**src/rtl/lnrv_icb2apb.sv**
```systemverilog
// ICB-slave to APB4-master bridge: one outstanding command, run as SETUP/ACCESS,
// answered with a single ICB response; optional ACCESS-phase timeout.
module lnrv_icb2apb #(
    parameter int P_ADDR_WIDTH = 32,
    parameter int P_DATA_WIDTH = 32,
    parameter int P_TIMEOUT    = 256
) (
    input  logic                      clk,
    input  logic                      reset_n,
    input  logic                      icb_cmd_vld,
    output logic                      icb_cmd_rdy,
    input  logic                      icb_cmd_write,
    input  logic [P_ADDR_WIDTH-1:0]   icb_cmd_addr,
    input  logic [P_DATA_WIDTH-1:0]   icb_cmd_wdata,
    input  logic [P_DATA_WIDTH/8-1:0] icb_cmd_wstrb,
    output logic                      icb_rsp_vld,
    input  logic                      icb_rsp_rdy,
    output logic                      icb_rsp_err,
    output logic [P_DATA_WIDTH-1:0]   icb_rsp_rdata,
    output logic                      psel,
    output logic                      penable,
    output logic                      pwrite,
    output logic [P_ADDR_WIDTH-1:0]   paddr,
    output logic [P_DATA_WIDTH-1:0]   pwdata,
    output logic [P_DATA_WIDTH/8-1:0] pstrb,
    input  logic [P_DATA_WIDTH-1:0]   prdata,
    input  logic                      pready,
    input  logic                      pslverr
);

    // state    | meaning
    // S_IDLE   | ready for a command, APB bus idle
    // S_SETUP  | APB SETUP phase (psel=1, penable=0), one cycle
    // S_ACCESS | APB ACCESS phase, waiting for pready or timeout
    // S_RSP    | ICB response valid, waiting for icb_rsp_rdy
    typedef enum logic [1:0] {
        S_IDLE   = 2'd0,
        S_SETUP  = 2'd1,
        S_ACCESS = 2'd2,
        S_RSP    = 2'd3
    } state_t;

    localparam int LP_CNT_W = (P_TIMEOUT > 0) ? $clog2(P_TIMEOUT) + 1 : 1;
    localparam logic [LP_CNT_W-1:0] LP_CNT_LAST =
        (P_TIMEOUT > 0) ? LP_CNT_W'(P_TIMEOUT - 1) : '0;

    state_t                    r_state;
    logic [LP_CNT_W-1:0]       r_cnt;
    logic                      r_pwrite;
    logic [P_ADDR_WIDTH-1:0]   r_paddr;
    logic [P_DATA_WIDTH-1:0]   r_pwdata;
    logic [P_DATA_WIDTH/8-1:0] r_pstrb;
    logic                      r_rsp_err;
    logic [P_DATA_WIDTH-1:0]   r_rsp_rdata;
    logic                      w_timeout_hit;

    assign w_timeout_hit = (P_TIMEOUT != 0) && (r_cnt == LP_CNT_LAST);

    always_ff @(posedge clk or negedge reset_n) begin
        if (!reset_n) begin
            r_state     <= S_IDLE;
            r_cnt       <= '0;
            r_pwrite    <= 1'b0;
            r_paddr     <= '0;
            r_pwdata    <= '0;
            r_pstrb     <= '0;
            r_rsp_err   <= 1'b0;
            r_rsp_rdata <= '0;
        end else begin
            case (r_state)
                S_IDLE: begin
                    if (icb_cmd_vld) begin
                        r_paddr  <= icb_cmd_addr;
                        r_pwrite <= icb_cmd_write;
                        r_pwdata <= icb_cmd_write ? icb_cmd_wdata : '0;
                        r_pstrb  <= icb_cmd_write ? icb_cmd_wstrb : '0;
                        r_state  <= S_SETUP;
                    end
                end
                S_SETUP: begin
                    r_cnt   <= '0;
                    r_state <= S_ACCESS;
                end
                S_ACCESS: begin
                    if (pready) begin
                        r_rsp_err   <= pslverr;
                        r_rsp_rdata <= r_pwrite ? '0 : prdata;
                        r_state     <= S_RSP;
                    end else if (w_timeout_hit) begin
                        // hung peripheral: abandon the APB transfer
                        r_rsp_err   <= 1'b1;
                        r_rsp_rdata <= '0;
                        r_state     <= S_RSP;
                    end else begin
                        r_cnt <= r_cnt + 1'b1;
                    end
                end
                S_RSP: begin
                    if (icb_rsp_rdy) begin
                        r_state <= S_IDLE;
                    end
                end
                default: r_state <= S_IDLE;
            endcase
        end
    end

    assign icb_cmd_rdy   = (r_state == S_IDLE);
    assign psel          = (r_state == S_SETUP) || (r_state == S_ACCESS);
    assign penable       = (r_state == S_ACCESS);
    assign icb_rsp_vld   = (r_state == S_RSP);
    assign icb_rsp_err   = r_rsp_err;
    assign icb_rsp_rdata = r_rsp_rdata;
    assign pwrite        = r_pwrite;
    assign paddr         = r_paddr;
    assign pwdata        = r_pwdata;
    assign pstrb         = r_pstrb;

endmodule

```
**config.mk**
```make
export PLATFORM = sky130hd
export DESIGN_NAME = lnrv_icb2apb
export DESIGN_NICKNAME = d
export VERILOG_FILES = /design/src/rtl/lnrv_icb2apb.sv
export SDC_FILE = /design/constraint.sdc
export NUM_CORES = 1
export LEC_CHECK = 0
export ABC_AREA = 1
export BUFFER_PORTS_ARGS = -buffer_cell sky130_fd_sc_hd__buf_2
export CAP_MARGIN = 25
export CORE_MARGIN = 2
export CORE_UTILIZATION = 47
export DETAILED_ROUTE_END_ITERATION = 12
export GPL_TIMING_DRIVEN = 0
export HOLD_SLACK_MARGIN = 0.15
export PLACE_DENSITY = 0.81
export SLEW_MARGIN = 20
export SYNTH_ARGS = -nofsm -noshare
export SYNTH_HDL_FRONTEND = slang
export SYNTH_SLANG_ARGS = --single-unit
```
**constraint.sdc**
```tcl
create_clock -name clk -period 2.5 [get_ports clk]
set_clock_uncertainty 0.15 [all_clocks]
set_input_delay 0.375 -clock clk [delete_from_list [all_inputs] [get_ports clk]]
set_output_delay 0.375 -clock clk [all_outputs]
set_load 0.01 [all_outputs]
```
==> flow_metrics.tcl, run 1 <==
set metrics [dict create \
    total_of_flip_flops_plus_latches_after_synthesis 113 \
    max-vdd-ir-drop_mv 0.712 \
    final-setup-viol-count 0 \
    leakage_uw 0.00422 \
    grt_pass1_vias 5418 \
    powerDensity_nw_per_um2 1170 \
    critPathMaxFanout 3 \
    sort_of_element_at_the_start_of_the_critical_path "flop" \
    setup.worst_path.class "reg2reg" \
    post_route_cells_drive_above_1_share_pct 31.2 \
    clk_transition_reported_paths_ps 60 \
    remaining_drc_errors 0 \
    starting_drc_count_in_detailed_routing 213 \
    timing.slew.headroom_pct 67.2 \
    synth_top_cell_area_share_pct 61.0 \
    post-place-ws_ps 373 \
    synth_fp_nets 636 \
    layout.cells.non_filler 1012 \
    nets 978 \
    post_dp_cell_area_um2 5890 \
    overflow_left_after_global_routing 0 \
    fin_crit_sh_pct 93.3 \
    cts.sinks 113 \
    hold_path.startpoint "icb_cmd_vld" \
    timing.critical_path.arrival_ps 2580 \
    post_cts.resized_instances 0 \
    syn_area_um2 4630 \
    timing.critical_path.to_type "flop" \
    post-route-cell-area_um2 7650 \
    r2r_start "r_cnt[0]" \
    yosys.area.top_type "sky130_fd_sc_hd__dfrtp_1" \
    critical_path.startpoint "r_cnt[0]" \
    seq_area_frac_synth_pct 61.0 \
    ys_top_cells_by_area "sky130_fd_sc_hd__dfrtp_1 (61%), sky130_fd_sc_hd__nand2_1 (20%), sky130_fd_sc_hd__nand3_1 (4.3%), sky130_fd_sc_hd__o21ai_0 (4.2%), sky130_fd_sc_hd__buf_2 (1.8%)" \
    antenna_violating_nets_post_route 0 \
    io_pins 213 \
    rsz0062_at_grt "false" \
    layout.filler_cells 538 \
    setup_slack_ps 168 \
    gp_congestion 0.815 \
    hold_violations 0 \
    avgRoutedWirePerCell_um 16.7 \
    floorplan.initialDensity_pct 47.9 \
    io_buffers 211 \
    worstMarginPinSlew_ps 492 \
    post_synthesis_cell_count 523 \
    synth.yosys.warnings 0 \
    slew_viol_final 0 \
    synth_area_per_cell_um2 8.86 \
    tritoncts_clock_tree "built" \
    grt_antenna_before_repair 0 \
    dp_hpwl_mm 9.01 \
    grt.total_usage_pct 32.2 \
    design.die.area_um2 10700 \
    via_count 5225 \
    die_h_um 103 \
    floorplan.rows 36 \
    placed_cells_incl_taps 868 \
    clk_root_buffer_cell "sky130_fd_sc_hd__clkbuf_8" \
    netlist-cell-type-count 23 \
    detail_route.wirelength_mm 16.9 \
    cts-root-to-sink-buffers 2 \
    cap_viol_max_count 0 \
    vias_per_cell 5.16 \
    syn_to_final_growth_pct 65.0 \
    min-delay-path-class "in2reg" \
    h_tree_lvl_count 4 \
    critical_path_required_ps 2740 \
    grt_first_pass_wirelength_mm 25.7 \
    grt_max_degree 68 \
    drt_pre_antenna_iters 5 \
    die_x_um 103 \
    num_cts_buffers 17 \
    worstSkewPairLatency_ps 510 \
    run_status "finished, final reports clean" \
    fmaxAchievable_ghz 0.429 \
    core_area_um2 9680 \
    finalCriticalPeriod_ps 2330 \
]
## logic make-up after synthesis
group                    share of synthesized area, %
flip-flops                                       61.0
AND/OR/NAND/NOR                                  26.8
buffers and inverters                            4.97
AO/OA/AOI/OAI                                    5.56
adder cells (fa/ha/maj)                          1.62
## sequential cells by signal, indices dropped and copies added, names as in the netlist
register and cells:
pstrb 4, pwrite 1, pwdata 32, icb_rsp_err 1, r_cnt 9, icb_rsp_rdata 32, paddr 32, r_state 2
## critical path, cell delays in order (launching register included)
cell	delay [ps]
sky130_fd_sc_hd__dfrtp_1	400
sky130_fd_sc_hd__ha_1	250
sky130_fd_sc_hd__nand3_1	110
sky130_fd_sc_hd__nor2_1	70
sky130_fd_sc_hd__and3_1	150
sky130_fd_sc_hd__ha_1	190
sky130_fd_sc_hd__nand2_1	80
sky130_fd_sc_hd__nand2_2	90
sky130_fd_sc_hd__o22a_2	180
sky130_fd_sc_hd__dlygate4sd3_1	550
## synthesized netlist by cell type
master and number:
sky130_fd_sc_hd__buf_4 2, sky130_fd_sc_hd__o21ai_0 39, sky130_fd_sc_hd__and3_1 1, sky130_fd_sc_hd__clkbuf_1 6
sky130_fd_sc_hd__a21oi_2 1, sky130_fd_sc_hd__nor2_4 1, sky130_fd_sc_hd__buf_2 17, sky130_fd_sc_hd__clkinv_1 1
sky130_fd_sc_hd__nor2_1 12, sky130_fd_sc_hd__nand2_2 2, sky130_fd_sc_hd__or2_2 1, sky130_fd_sc_hd__inv_1 15
sky130_fd_sc_hd__o22a_2 1, sky130_fd_sc_hd__o22ai_1 1, sky130_fd_sc_hd__dfrtp_1 113, sky130_fd_sc_hd__clkbuf_8 1
sky130_fd_sc_hd__nand3_2 2, sky130_fd_sc_hd__ha_1 6, sky130_fd_sc_hd__o211ai_1 1, sky130_fd_sc_hd__nand2_1 251
sky130_fd_sc_hd__buf_6 3, sky130_fd_sc_hd__nand3_1 40, sky130_fd_sc_hd__a21oi_1 6
## per-stage QoR
stage                     util (%)  setup TNS (ps)  hold WS (ps)  total power (uW)
after floorplan                  -               0         -70.6              4640
after global placement        60.5          -33080           299              5770
after detailed placement      60.8               0           190              5940
after CTS                     78.9               0           179              8710
after global routing          78.9               0           245              9430
final                         79.0               0           190              8920
## cell type report
type	instances	area (um^2)	area share (%)
repair buffers	323	2200	28.8
plain buffers	29	170	2.23
well taps	133	166	2.18
diodes	1	2.50	0.0327
clock inverters	11	183	2.39
flip-flops and latches	113	2830	37.0
clock buffers	21	459	6.01
inverters	16	60.1	0.785
multi-input cells	365	1580	20.6
## placed cells by master (no fill, tap or decap), types with 2 or more instances in the layout
| cell | instances |
|---|---|
| sky130_fd_sc_hd__nand3_1 | 40 |
| sky130_fd_sc_hd__dlygate4sd3_1 | 111 |
| sky130_fd_sc_hd__dfrtp_1 | 113 |
| sky130_fd_sc_hd__clkbuf_1 | 7 |
| sky130_fd_sc_hd__buf_4 | 2 |
| sky130_fd_sc_hd__inv_1 | 15 |
| sky130_fd_sc_hd__nor2_1 | 12 |
| sky130_fd_sc_hd__nand2_2 | 2 |
| sky130_fd_sc_hd__nand3_2 | 2 |
| sky130_fd_sc_hd__nand2_1 | 251 |
| sky130_fd_sc_hd__buf_6 | 4 |
| sky130_fd_sc_hd__o21ai_0 | 39 |
| sky130_fd_sc_hd__clkinv_2 | 5 |
| sky130_fd_sc_hd__a21oi_1 | 6 |
| sky130_fd_sc_hd__buf_2 | 227 |
| sky130_fd_sc_hd__clkbuf_8 | 5 |
| sky130_fd_sc_hd__ha_1 | 6 |
| sky130_fd_sc_hd__clkbuf_16 | 16 |
| sky130_fd_sc_hd__bufinv_16 | 5 |
## repair_timing
action,4_1_cts,5_1_grt
endpoints found under the hold margin,216,0
hold buffers,111,0
setup buffers,0,0
## per-layer routing
metal  global-route usage (%)  vias up  wire length (um)
li1                         -     2333                 -
met1                     33.3     2520              6040
met2                     55.2      282              8690
met3                     11.2       90              1270
met4                     21.6        0               907
met5                        0        -                 0
## worst paths after layout
check | end | slack, ps | cells past startpoint
max | icb_rsp_err | 170 | 9
min | r_state[0] | 190 | 4
max reg2reg | icb_rsp_err | 170 | 9
min reg2reg | icb_rsp_rdata[4] | 310 | 2
max in group asynchronous | r_cnt[7] | 1280 | 3
min in group asynchronous | paddr[12] | 240 | 2
## where the power goes
group | internal [uW] | leakage (uW) | switching (uW)
Sequential | 2560 | 0.00146 | 462
Clock | 1790 | 0.000317 | 822
Combinational | 1270 | 0.00245 | 2010
Note: power is estimated with default switching activity, not from simulation.
==> run 2: changes to the inputs <==
Settings changed: CORE_UTILIZATION 47 to 40, PLACE_DENSITY 0.81 to 0.71.
==> flow_metrics.tcl, run 2 (synthesis gave the netlist of run 1 again) <==
set metrics [dict create \
    grt_max_degree 58 \
    total_power_uw 8370 \
    clk_transition_reported_paths_ps 50 \
    placed_cells_incl_taps 878 \
    critical-path-slowest-cell "sky130_fd_sc_hd__dfrtp_1" \
    timing.critical_path.arrival_ps 2300 \
    drt_pre_antenna_iters 4 \
    gp_congestion 0.830 \
    grt_antenna_before_repair 0 \
    layout.cells.most_common "sky130_fd_sc_hd__nand2_1" \
    fmaxAchievable_ghz 0.460 \
    powerDensity_nw_per_um2 1120 \
    io_buffers 211 \
    dp_hpwl_mm 8.92 \
    min-delay-path-class "in2reg" \
    die_x_um 112 \
    layout.filler_cells 857 \
    final-setup-viol-count 0 \
    io_pins 213 \
    cellInternalPower_uw 5320 \
    nets 969 \
    remaining_drc_errors 0 \
    cts-root-to-sink-buffers 2 \
    rsz0062_at_grt "false" \
    cp_num_buf_inv 2 \
    grt_pass1_vias 4985 \
    seqPwrFrac_pct 35.5 \
    via_count 4831 \
    globalRoute.busiestLayer "met2" \
    cts.sinks 113 \
    die_h_um 112 \
    tritoncts_clock_tree "built" \
    worstSkewPairLatency_ps 400 \
    clk_root_buffer_cell "sky130_fd_sc_hd__clkbuf_16" \
    crit_top_cell "sky130_fd_sc_hd__nand2_1" \
    worstMarginPinSlew_ps 534 \
    h_tree_lvl_count 4 \
    worst-r2r-setup-slack_ps 330 \
    crit_path_max_incr_delay_ps 380 \
    avgRoutedWirePerCell_um 14.4 \
    finalCriticalPeriod_ps 2170 \
    timing.critical_path.to_type "flop" \
    design.die.area_um2 12500 \
    grt.total_usage_pct 24.0 \
    clock_power_share_pct 27.4 \
    timing.slew.headroom_pct 64.4 \
    post-place-ws_ps 373 \
    slew_viol_final 0 \
    floorplan.rows 39 \
    setup.worst_path.class "reg2reg" \
    sort_of_element_at_the_start_of_the_critical_path "flop" \
    setup_slack_ps 328 \
    p_sw_uw 3050 \
    critical_path_required_ps 2630 \
    run_status "finished, final reports clean" \
    max-vdd-ir-drop_mv 0.546 \
    critPathMaxFanout 10 \
    grt.met2_usage_pct 42.1 \
    floorplan.initialDensity_pct 40.8 \
    cap_viol_max_count 0 \
    path_cells "ha_1 > nand3_1 > nor2_1 > and3_1 > ha_1 > nand2_1 > nand2_2 > inv_1 > buf_6 > nand2_1 > nand2_1" \
    hold_violations 0 \
    leakage_uw 0.00416 \
    final_cell_mix "sky130_fd_sc_hd__nand2_1 (251), sky130_fd_sc_hd__buf_2 (227), sky130_fd_sc_hd__dfrtp_1 (113)" \
    starting_drc_count_in_detailed_routing 228 \
    antenna_violating_nets_post_route 0 \
    post_cts_buffers 0 \
    core_area_um2 11400 \
    vias_per_cell 4.79 \
    p_sw_share_pct 36.4 \
    detail_route.wirelength_mm 14.5 \
    fin_crit_sh_pct 86.9 \
    layout.cells.non_filler 1009 \
    final_core_utilization_pct 65.9 \
    crit_path_leading_delay_family "simple AND/OR/NAND/NOR gates" \
    grtUsageMet3_pct 5.66 \
    syn_to_final_growth_pct 61.6 \
    groute.layer.met1.usage_pct 28.6 \
    post_route_cells_drive_above_1_share_pct 31.3 \
    num_antenna_cells 0 \
    grt_first_pass_wirelength_mm 24.0 \
    overflow_left_after_global_routing 0 \
    num_cts_buffers 17 \
    power.combinational.fraction_pct 37.2 \
]
==> run 2: cell count changes in the layout (fill, tap and decap cells not counted), sizes merged <==
cell	delta
dlygate4sd3	-9
bufinv	-4
clkbuf	+3
clkinv	-2
diode	-1
==> run 2: final timing paths <==
check / endpoint / depth (start not counted) / startpoint
min in group asynchronous: r_state[1] / 2 / reset_n
worst min-delay path: pstrb[1] / 3 / icb_cmd_write
worst max register to register: icb_rsp_rdata[10] / 11 / r_cnt[1]
max in group asynchronous: icb_rsp_rdata[28] / 3 / reset_n
worst min register to register: icb_rsp_rdata[11] / 2 / icb_rsp_rdata[11]
worst max-delay path: icb_rsp_rdata[10] / 11 / r_cnt[1]
==> run 2: layout make-up <==
class                      count  area, um^2  area share, %
buffer                        29         170           2.27
clock buffer                  24         512           6.83
clock inverter                 5        52.6          0.702
inverter                      16        60.1          0.802
multi-input combinational    365        1580           21.1
sequential                   113        2830           37.8
tap                          143         179           2.39
timing repair buffer         314        2110           28.2
==> run 2: routing by layer <==
layer,wire [um],up-vias
met5,0,-
met4,229,0
met3,732,18
met2,7530,194
met1,6000,2309
li1,-,2310
==> run 2: worst min-delay path, cell delays in order <==
cell	delay, ps
sky130_fd_sc_hd__buf_2	170
sky130_fd_sc_hd__nand2_1	70
sky130_fd_sc_hd__o21ai_0	60
==> run 2: through the flow <==
step / setup TNS (ps) / hold WS [ps] / cell area [um^2]
floorplan: 0 / -70.6 / 4630
global placement: -45290 / 300 / 5870
detailed placement: 0 / 229 / 5900
CTS: 0 / 162 / 7490
global route: 0 / 184 / 7490
finish: 0 / 172 / 7490
==> run 2: power by group through the flow <==
stage          sequential, uW  clock [uW]  combinational (uW)
4_1_cts                  2940        2330                3090
2_1_floorplan            3280           0                1360
3_5_place_dp             2950           0                2970
6_report                 2970        2290                3110
5_1_grt                  3060        2430                3460
3_3_place_gp             2930           0                2880
==> run 2: repair_timing <==
item                                    in CTS  in global routing
hold endpoints to repair                   157                  0
resized for setup                            0                  0
hold buffers                               102                  0
endpoints found under the setup margin       0                  0
